## src/rtl/game_flow_ctrl_if.sv

```systemverilog
// rtl/game_flow_ctrl_if.sv - round controller signal bundle (buttons, timer feedback, orders, status)
interface game_flow_ctrl_if #(
    parameter int SCORE_W = 10
);
    logic               start_btn;
    logic               pause_btn;
    logic [7:0]         time_left;
    logic               order_done;
    logic [3:0]         order_points;
    logic               timer_go;
    logic               restart;
    logic [1:0]         game_state;
    logic [SCORE_W-1:0] score;
    logic               low_time;
    logic               game_over;

    modport master (
        output start_btn, pause_btn, time_left, order_done, order_points,
        input  timer_go, restart, game_state, score, low_time, game_over
    );

    modport slave (
        input  start_btn, pause_btn, time_left, order_done, order_points,
        output timer_go, restart, game_state, score, low_time, game_over
    );
endinterface

```

## src/rtl/game_flow_ctrl.sv

```systemverilog
// rtl/game_flow_ctrl.sv - round sequencer driving the countdown timer, with saturating score
// Optional pause support compiled in with GAME_PAUSE_EN.
module game_flow_ctrl #(
    parameter int                 SCORE_W   = 10,
    parameter logic [SCORE_W-1:0] MAX_SCORE = 10'd999,
    parameter logic [7:0]         WARN_TIME = 8'd10
) (
    input  logic            clock,
    input  logic            rst_n,
    game_flow_ctrl_if.slave io
);
    typedef enum logic [1:0] {
        IDLE    = 2'd0,
        PLAYING = 2'd1,
        PAUSED  = 2'd2,
        OVER    = 2'd3
    } state_t;

    state_t             state;
    state_t             state_nx;
    logic [SCORE_W-1:0] score_q;
    logic               game_over_q;
    logic [SCORE_W:0]   score_sum;
    logic               in_round;

    always_ff @(posedge clock or negedge rst_n) begin
        if (!rst_n) begin
            state <= IDLE;
        end else begin
            state <= state_nx;
        end
    end

    always_comb begin
        state_nx = state;
        case (state)
            IDLE: begin
                if (io.start_btn) state_nx = PLAYING;
            end
            PLAYING: begin
                // Expiry wins over a simultaneous pause request.
                if (io.time_left == 8'd0) begin
                    state_nx = OVER;
                end
`ifdef GAME_PAUSE_EN
                else if (io.pause_btn) begin
                    state_nx = PAUSED;
                end
`endif
            end
            PAUSED: begin
`ifdef GAME_PAUSE_EN
                if (io.pause_btn) state_nx = PLAYING;
`else
                state_nx = IDLE;
`endif
            end
            OVER: begin
                if (io.start_btn) state_nx = IDLE;
            end
            default: state_nx = IDLE;
        endcase
    end

`ifndef GAME_PAUSE_EN
    logic unused_pause;
    assign unused_pause = io.pause_btn;
`endif

    // Sum one bit wider so the saturation compare cannot wrap.
    assign score_sum = {1'b0, score_q} + {{(SCORE_W-3){1'b0}}, io.order_points};

    always_ff @(posedge clock or negedge rst_n) begin
        if (!rst_n) begin
            score_q     <= '0;
            game_over_q <= 1'b0;
        end else begin
            game_over_q <= (state_nx == OVER) && (state != OVER);
            if (state == IDLE && io.start_btn) begin
                score_q <= '0;
            end else if (state == PLAYING && io.order_done) begin
                if (score_sum > {1'b0, MAX_SCORE}) begin
                    score_q <= MAX_SCORE;
                end else begin
                    score_q <= score_sum[SCORE_W-1:0];
                end
            end
        end
    end

`ifdef GAME_PAUSE_EN
    assign in_round = (state == PLAYING) || (state == PAUSED);
`else
    assign in_round = (state == PLAYING);
`endif

    assign io.timer_go   = (state == PLAYING);
    assign io.restart    = (state == IDLE);
    assign io.game_state = state;
    assign io.score      = score_q;
    assign io.game_over  = game_over_q;
    assign io.low_time   = in_round && (io.time_left != 8'd0) && (io.time_left <= WARN_TIME);
endmodule
```

## src/flat_wrapper.sv

```systemverilog
// flat-port wrapper written by rule: the top's interface ports become plain ports
module game_flow_ctrl_flat 
#(
    parameter int                 SCORE_W   = 10,
    parameter logic [SCORE_W-1:0] MAX_SCORE = 10'd999,
    parameter logic [7:0]         WARN_TIME = 8'd10
)
  (clock, rst_n, io_start_btn, io_pause_btn, io_time_left, io_order_done, io_order_points, io_timer_go, io_restart, io_game_state, io_score, io_low_time, io_game_over);
  game_flow_ctrl_if #(.SCORE_W(SCORE_W)) io_i ();
  input  logic clock;
  input  logic rst_n;
  input wire logic [$bits(io_i.start_btn)-1:0] io_start_btn;
  input wire logic [$bits(io_i.pause_btn)-1:0] io_pause_btn;
  input wire logic [$bits(io_i.time_left)-1:0] io_time_left;
  input wire logic [$bits(io_i.order_done)-1:0] io_order_done;
  input wire logic [$bits(io_i.order_points)-1:0] io_order_points;
  output wire logic [$bits(io_i.timer_go)-1:0] io_timer_go;
  output wire logic [$bits(io_i.restart)-1:0] io_restart;
  output wire logic [$bits(io_i.game_state)-1:0] io_game_state;
  output wire logic [$bits(io_i.score)-1:0] io_score;
  output wire logic [$bits(io_i.low_time)-1:0] io_low_time;
  output wire logic [$bits(io_i.game_over)-1:0] io_game_over;
  assign io_i.start_btn = io_start_btn;
  assign io_i.pause_btn = io_pause_btn;
  assign io_i.time_left = io_time_left;
  assign io_i.order_done = io_order_done;
  assign io_i.order_points = io_order_points;
  assign io_timer_go = io_i.timer_go;
  assign io_restart = io_i.restart;
  assign io_game_state = io_i.game_state;
  assign io_score = io_i.score;
  assign io_low_time = io_i.low_time;
  assign io_game_over = io_i.game_over;
  game_flow_ctrl #(.SCORE_W(SCORE_W), .MAX_SCORE(MAX_SCORE), .WARN_TIME(WARN_TIME)) u_core (.clock(clock), .rst_n(rst_n), .io(io_i));
endmodule
```

## config.mk

```make
export PLATFORM = sky130hd
export DESIGN_NAME = game_flow_ctrl_flat
export DESIGN_NICKNAME = d
export VERILOG_FILES = /design/src/rtl/game_flow_ctrl_if.sv /design/src/rtl/game_flow_ctrl.sv /design/src/flat_wrapper.sv
export SDC_FILE = /design/constraint.sdc
export NUM_CORES = 1
export LEC_CHECK = 0
export CORE_MARGIN = 5
export CORE_UTILIZATION = 48
export DETAILED_ROUTE_END_ITERATION = 10
export PLACE_DENSITY = 0.83
export RECOVER_POWER = 50
export REMOVE_ABC_BUFFERS = 1
export SLEW_MARGIN = 5
export SYNTH_ARGS = -nofsm -noshare
export SYNTH_HDL_FRONTEND = slang
export SYNTH_SLANG_ARGS = --single-unit
```

## constraint.sdc

```tcl
create_clock -name clock -period 7.05 [get_ports clock]
set_input_delay 1.41 -clock clock [delete_from_list [all_inputs] [get_ports clock]]
set_output_delay 1.41 -clock clock [all_outputs]
set_load 0.01 [all_outputs]
```

Word-level counts from Yosys, hierarchy flattened. Cells that the tools add are included. W data, S select, Z words.

Output and inout bits: 16. ROM bits: 0. Memories kept: 0. RAM bits: 0. Input bits: 17. Bits in latches: 0. Flip-flop bits (word level): 13.

Eq/ne operators: 5. Divide/modulo/power cells: 0. Shifts and indexed selects: 0. Multipliers: 0. Bitwise operators: 0. Mux-type cells: 7. $lt $le $gt $ge: 2. $add $sub $neg: 1. Reduce and logical (&&, ||, !) cells: 9.

Operator list (count): $mux W10 (3); $add A10 B4 Y11 (1); $gt A11 B10 Y1 const B (1); $le A8 B4 Y1 const B (1); $logic_not A8 Y1 (1); $pmux W2 S4 (1); $reduce_bool A8 Y1 (1); $eq A2 B2 Y1 const B (3); $mux W2 (3); $logic_and A1 B1 Y1 (5); $eq A2 B1 Y1 const B (1); $logic_not A2 Y1 (1); $ne A2 B2 Y1 const B (1); $reduce_bool A2 Y1 (1).

Longest topological paths before layout.
Depth in word-level cells: 5. Mapped depth: 10. Gate-level depth less buffers: 10.

Worst setup path after synthesis. OpenSTA, ideal clock, no wires.

Path type: input port to flip-flop. Start point: in io_order_points[0]. End point: reg u_core.score_q[4] (netlist: u_core.io.score[4]). Stages: 10. Data arrival time: 3.621 ns. Required time: 6.926 ns. Path slack: 3.305 ns. Path through: ha_1 inv_1 fa_1 nand2b_1 a211oi_2 nand2_1 mux2_4 a2111oi_4 nor3b_1 o31a_1.

Longest elaborated chain between the ends: 5.

RTL lines: from (decl) (RTL line flat_wrapper.sv:16) `input wire logic [$bits(io_i.order_points)-1:0] io_order_points;`; $add A10 B4 Y11 (*) (RTL line game_flow_ctrl.sv:71) `assign score_sum = {1'b0, score_q} + {{(SCORE_W-3){1'b0}}, io.order_points};`; $gt A11 B10 Y1 (RTL line game_flow_ctrl.sv:82) `if (score_sum > {1'b0, MAX_SCORE}) begin`; $mux W10 (*) (RTL line game_flow_ctrl.sv:82); $mux W10 (*) (RTL line game_flow_ctrl.sv:81) `end else if (state == PLAYING && io.order_done) begin`; $mux W10 (*) (RTL line game_flow_ctrl.sv:79) `if (state == IDLE && io.start_btn) begin`; to (signal assigned) (RTL line game_flow_ctrl.sv:85) `score_q <= score_sum[SCORE_W-1:0];`; to (decl) (RTL line game_flow_ctrl.sv:21) `logic [SCORE_W-1:0] score_q;`.

Mark *: on every way between the ends. The rest lies on a longest branch, timed or not. The select of a mux whose other input is x is not followed. A chain may end at the register's enable or synchronous reset.

Worst setup path in the final report.
Start point: in io_time_left[6]. End point: out io_low_time.

Longest elaborated chain between the ends: 3. Elaborated cells between the ends (all ways): 4.

RTL lines: from (decl) (RTL line flat_wrapper.sv:14) `input wire logic [$bits(io_i.time_left)-1:0] io_time_left;`; branches (longest 2 deep; another with $le A8 B4 Y1); $logic_and A1 B1 Y1 (*) (RTL line game_flow_ctrl.sv:102) `assign io.low_time = in_round && (io.time_left != 8'd0) && (io.time_left <= WARN_TIME);`; to (decl) (RTL line flat_wrapper.sv:21) `output wire logic [$bits(io_i.low_time)-1:0] io_low_time;`.

Mark *: on every way between the ends.

==> summary by stage <==
Floorplanning
The die is about 55 um tall. The number of primary I/O pins is 33. The effective utilization at floorplan is around 50%. The die extent in x is around 55 um. The initialized floorplan defines 16 standard-cell rows. The area inside the core boundary is around 2000 um^2. The floorplan step defined a die boundary enclosing roughly 3000 um^2.

CTS
In this run the number of H-tree levels came out at 1. For this design, the sink count on the clock tree is 13. The number of buffers created by CTS is 3. The hold buffer count at cts is 0. The post-CTS setup-driven buffer insertion count is 0. The CTS clock-pin slew for the worst setup and hold paths is 0.09 ns.

The TritonCTS clock tree is built. The clock reaches the later pin of the worst-skew pair after approximately 0.28 ns. In this run, post-CTS repair resized a total of 0 instances. The clock passes through at most 2 buffers. The root cell of the clock tree is sky130_fd_sc_hd__clkbuf_4.

Finish
The share of layout cells above drive strength 1 is 9.09%. The count of inserted antenna diode cells is 0. The number of nets in the layout is roughly 170.

The finished cells cover approximately 1300 um^2. After filler insertion, the fill cell instance count of the layout stands at approximately 170. Leaving out fill and tap cells, the most frequent cells in the layout are sky130_fd_sc_hd__clkdlybuf4s50_1 (23), sky130_fd_sc_hd__dfrtp_1 (13), sky130_fd_sc_hd__nand2_1 (10). The most common cell after layout, fill and taps aside is sky130_fd_sc_hd__clkdlybuf4s50_1. Relative to the synthesized area, the layout overhead comes to 35.5%.

Timing
The setup TNS is 0 ns. The worst max-slew margin expressed relative to the limit is 60.1%. The number of hold-slack violations in the final timing report is 0. The final max-slew violation count is 0. The final cycle utilization of the critical path is between 60 and 70%. Setup repair after global routing left no endpoint under its margin. Setup violations remaining at the end of the flow were counted as 0.

The clock skew after layout is around 0.0014 ns. For the pin with the worst max-slew slack, the measured transition is approximately 0.60 ns. Across all hold checks on the routed design, the worst slack comes to 0.542 ns. The worst-case setup margin in the final layout is approximately 2.6 ns.

Timing would allow up to 0.222 GHz. For the finished layout, the period the worst path requires is around 4.5 ns.

Synth
The fraction of synthesis flops using an asynchronous set or reset pin is 100%. The dominant combinational cell family by area after synthesis is simple AND/OR/NAND/NOR gates. Of the total synthesized cell area, the portion taken by full adders, half adders and majority gates is under 10%. Synthesis produced a netlist whose cell count is approximately 110. The Yosys step of the flow raised 0 warnings. The area of the mapped netlist is ~990 um^2. The synthesized netlist devotes ~2.7% of its cell area to XOR and XNOR gates. The count of flip-flops with a built-in enable after synthesis is 0. The synthesized area per cell is just under 9 um^2. The sequential fraction of the synthesis area is approximately 33%.

In the synthesized netlist the dominant register cell turns out to be sky130_fd_sc_hd__dfrtp_1. The synthesized netlist devotes 24.6% of its cell area to compound gates. The number of different library cells in the post-synthesis netlist is 43.

Summing the areas of all and, or, nand and nor instances in the mapped netlist gives 25.7% of the synthesized area. In this run, synthesis produced a sequential element count of 13. Measured against the total synthesized area, the mux share comes to around 2.5%.

Pwr
VDD sags by at most ~0.00017 V. Power spread over the standard cell area amounts to between 200 and 300 nW/um^2. In this run the static leakage power is around 0.56 nW.

Worst setup path
The biggest fanout along the worst timing path is 2. For the worst setup path, the data arrival time is 3.09 ns. For the worst setup path, the data required time is 5.64 ns. The largest single stage delay on the critical path is ~0.54 ns. The signal on the critical path passes through dlygate4sd3_1 -> nor4_1 -> and3_1 -> clkdlybuf4s50_1.

The capture point of the worst path is io_low_time. The launch point of the critical path is io_time_left[6]. The kind of cell adding the most delay to the critical path is buffers and inverters. The slack of the worst reg-to-reg path is between 3 and 4 ns. The worst setup path is of the in2out kind. The endpoint of the worst register-to-register path is u_core.io.score[4].

The worst register-to-register path begins at u_core.io.score[0]. The number of cell instances on the worst register-to-register path is 10. The number of buffers and inverters on the critical path is 2. The nature of the critical path startpoint is an input port.

The critical path depth is 4. For this design, the slowest cell found on the critical path is sky130_fd_sc_hd__dlygate4sd3_1. The endpoint kind of the worst setup timing path is an output port.

Placed design
The congestion estimate from routability-driven global placement came to 0.758. Before CTS, the worst setup slack after placement is ~2.5 ns. The count of input and output buffers is 31. The placed instances occupy a cell area of ~1300 um^2.

The estimated wirelength of the detail-placed design is between 1.5 and 2 mm.

Route
The via count of the routed design is 967. The per-cell routed wire length is ~15 um. Dividing the detail-routed via count by the number of cells gives around 5.7. After detailed routing, the number of remaining DRC violations is 0. The number of DRC violations after detailed-routing iteration 0 is 19. Summed over all layers, the routed wires come to around 2.6 mm.

The number of search-and-repair iterations in the first detailed-routing pass is 4. The detail route stage leaves a number of antenna-violating nets equal to 0.

GRT
The remaining global-route overflow is 0. Entering global routing, the biggest net connects 16 pins. The initial antenna violation count came to 0.

The wire length of the first global-routing pass is approximately 4.5 mm. The total global-route track usage is 17.8%. The via count of the first global-routing pass is approximately 1000.

Hold path
The path class of the lowest-slack min-delay path is reg2reg.

Outcome
The flow ran to the end, and the final reports show no timing, DRC or antenna violations.

Job
The max-cap violation count is 0.
## registers in the layout, summed over array words and instances (netlist names)
name / count
u_core.io.score: 10
u_core.io.game_state: 2
u_core.io.game_over: 1
## area by class of cell
type	instances	area [um^2]	share of cell area [%]
multi-input combinational	89	618	46.2
tap	27	33.8	2.53
clock inverter	1	5.00	0.374
sequential	13	325	24.3
inverter	6	22.5	1.68
timing repair buffer	31	310	23.2
clock buffer	3	22.5	1.68
## metrics by stage
step	utilization, %	power [mW]	std cells
floorplan	-	0.249	108
global placement	66.8	0.314	166
detailed placement	66.8	0.325	166
CTS	68.2	0.375	170
global route	68.2	0.400	170
finish	68.2	0.368	170
## worst min-delay path by stage
stage / startpoint / to / slack [ns] / cells after the start
2_1_floorplan: u_core.io.score[0] / u_core.io.score[0] / 0.55 / 2
3_3_place_gp: u_core.io.score[0] / u_core.io.score[0] / 0.51 / 2
3_5_place_dp: u_core.io.score[0] / u_core.io.score[0] / 0.54 / 2
4_1_cts: u_core.io.score[0] / u_core.io.score[0] / 0.56 / 2
5_1_grt: u_core.io.score[2] / u_core.io.score[2] / 0.59 / 2
6_report: u_core.io.score[0] / u_core.io.score[0] / 0.54 / 2
## per-layer routing
metal	GRT usage [%]	vias up	part of all wire (%)
li1	-	476	-
met1	20.0	451	43
met2	32.3	36	51
met3	3.03	4	4.8
met4	8.33	0	1.8
met5	0	-	0
## cells in the mapped netlist (2+ instances only)
library cell | n | share of area, %
sky130_fd_sc_hd__dfrtp_1 | 13 | 33
sky130_fd_sc_hd__nand2_1 | 10 | 3.8
sky130_fd_sc_hd__nor2_1 | 8 | 3.0
sky130_fd_sc_hd__o21ai_1 | 7 | 3.5
sky130_fd_sc_hd__a21oi_1 | 6 | 3.0
sky130_fd_sc_hd__inv_1 | 6 | 2.3
sky130_fd_sc_hd__nor3_1 | 6 | 3.0
sky130_fd_sc_hd__and3_1 | 4 | 2.5
sky130_fd_sc_hd__ha_1 | 4 | 5.1
sky130_fd_sc_hd__nand2b_1 | 3 | 1.9
sky130_fd_sc_hd__nand3_1 | 3 | 1.5
sky130_fd_sc_hd__o21ai_0 | 3 | 1.5
sky130_fd_sc_hd__xnor2_1 | 3 | 2.7
sky130_fd_sc_hd__buf_2 | 2 | 1.0
sky130_fd_sc_hd__clkbuf_1 | 2 | 0.76
sky130_fd_sc_hd__nand4_1 | 2 | 1.3
sky130_fd_sc_hd__nor2b_1 | 2 | 1.3
sky130_fd_sc_hd__nor3b_1 | 2 | 1.5
sky130_fd_sc_hd__nor4_1 | 2 | 1.3
sky130_fd_sc_hd__or2_1 | 2 | 1.3
## cells by family after synthesis
family                     count (synthesis)
muxes                                      2
buffers and inverters                     11
and+or+nand+nor                           48
AOI/OAI and AO/OA                         31
DFF                                       13
xor gates and xnor gates                   3
adders and majority gates                  5
## worst register-to-register path: stages (launching register included)
cell and delay [ns]:
sky130_fd_sc_hd__dfrtp_1 0.38, sky130_fd_sc_hd__ha_1 0.21, sky130_fd_sc_hd__inv_1 0.07, sky130_fd_sc_hd__fa_1 0.39, sky130_fd_sc_hd__nand2b_1 0.23, sky130_fd_sc_hd__a211oi_2 0.36, sky130_fd_sc_hd__nand2_1 0.15, sky130_fd_sc_hd__mux2_4 0.33
sky130_fd_sc_hd__a2111oi_4 0.50, sky130_fd_sc_hd__nor3b_1 0.11, sky130_fd_sc_hd__o31a_1 0.25
## power breakdown
group	total [mW]	internal, mW	switching [mW]	leakage (nW)
Sequential	0.117	0.0917	0.0257	0.166
Clock	0.0485	0.0211	0.0274	0.0177
Combinational	0.202	0.0983	0.104	0.376
Power figures use the tool's default switching activity.
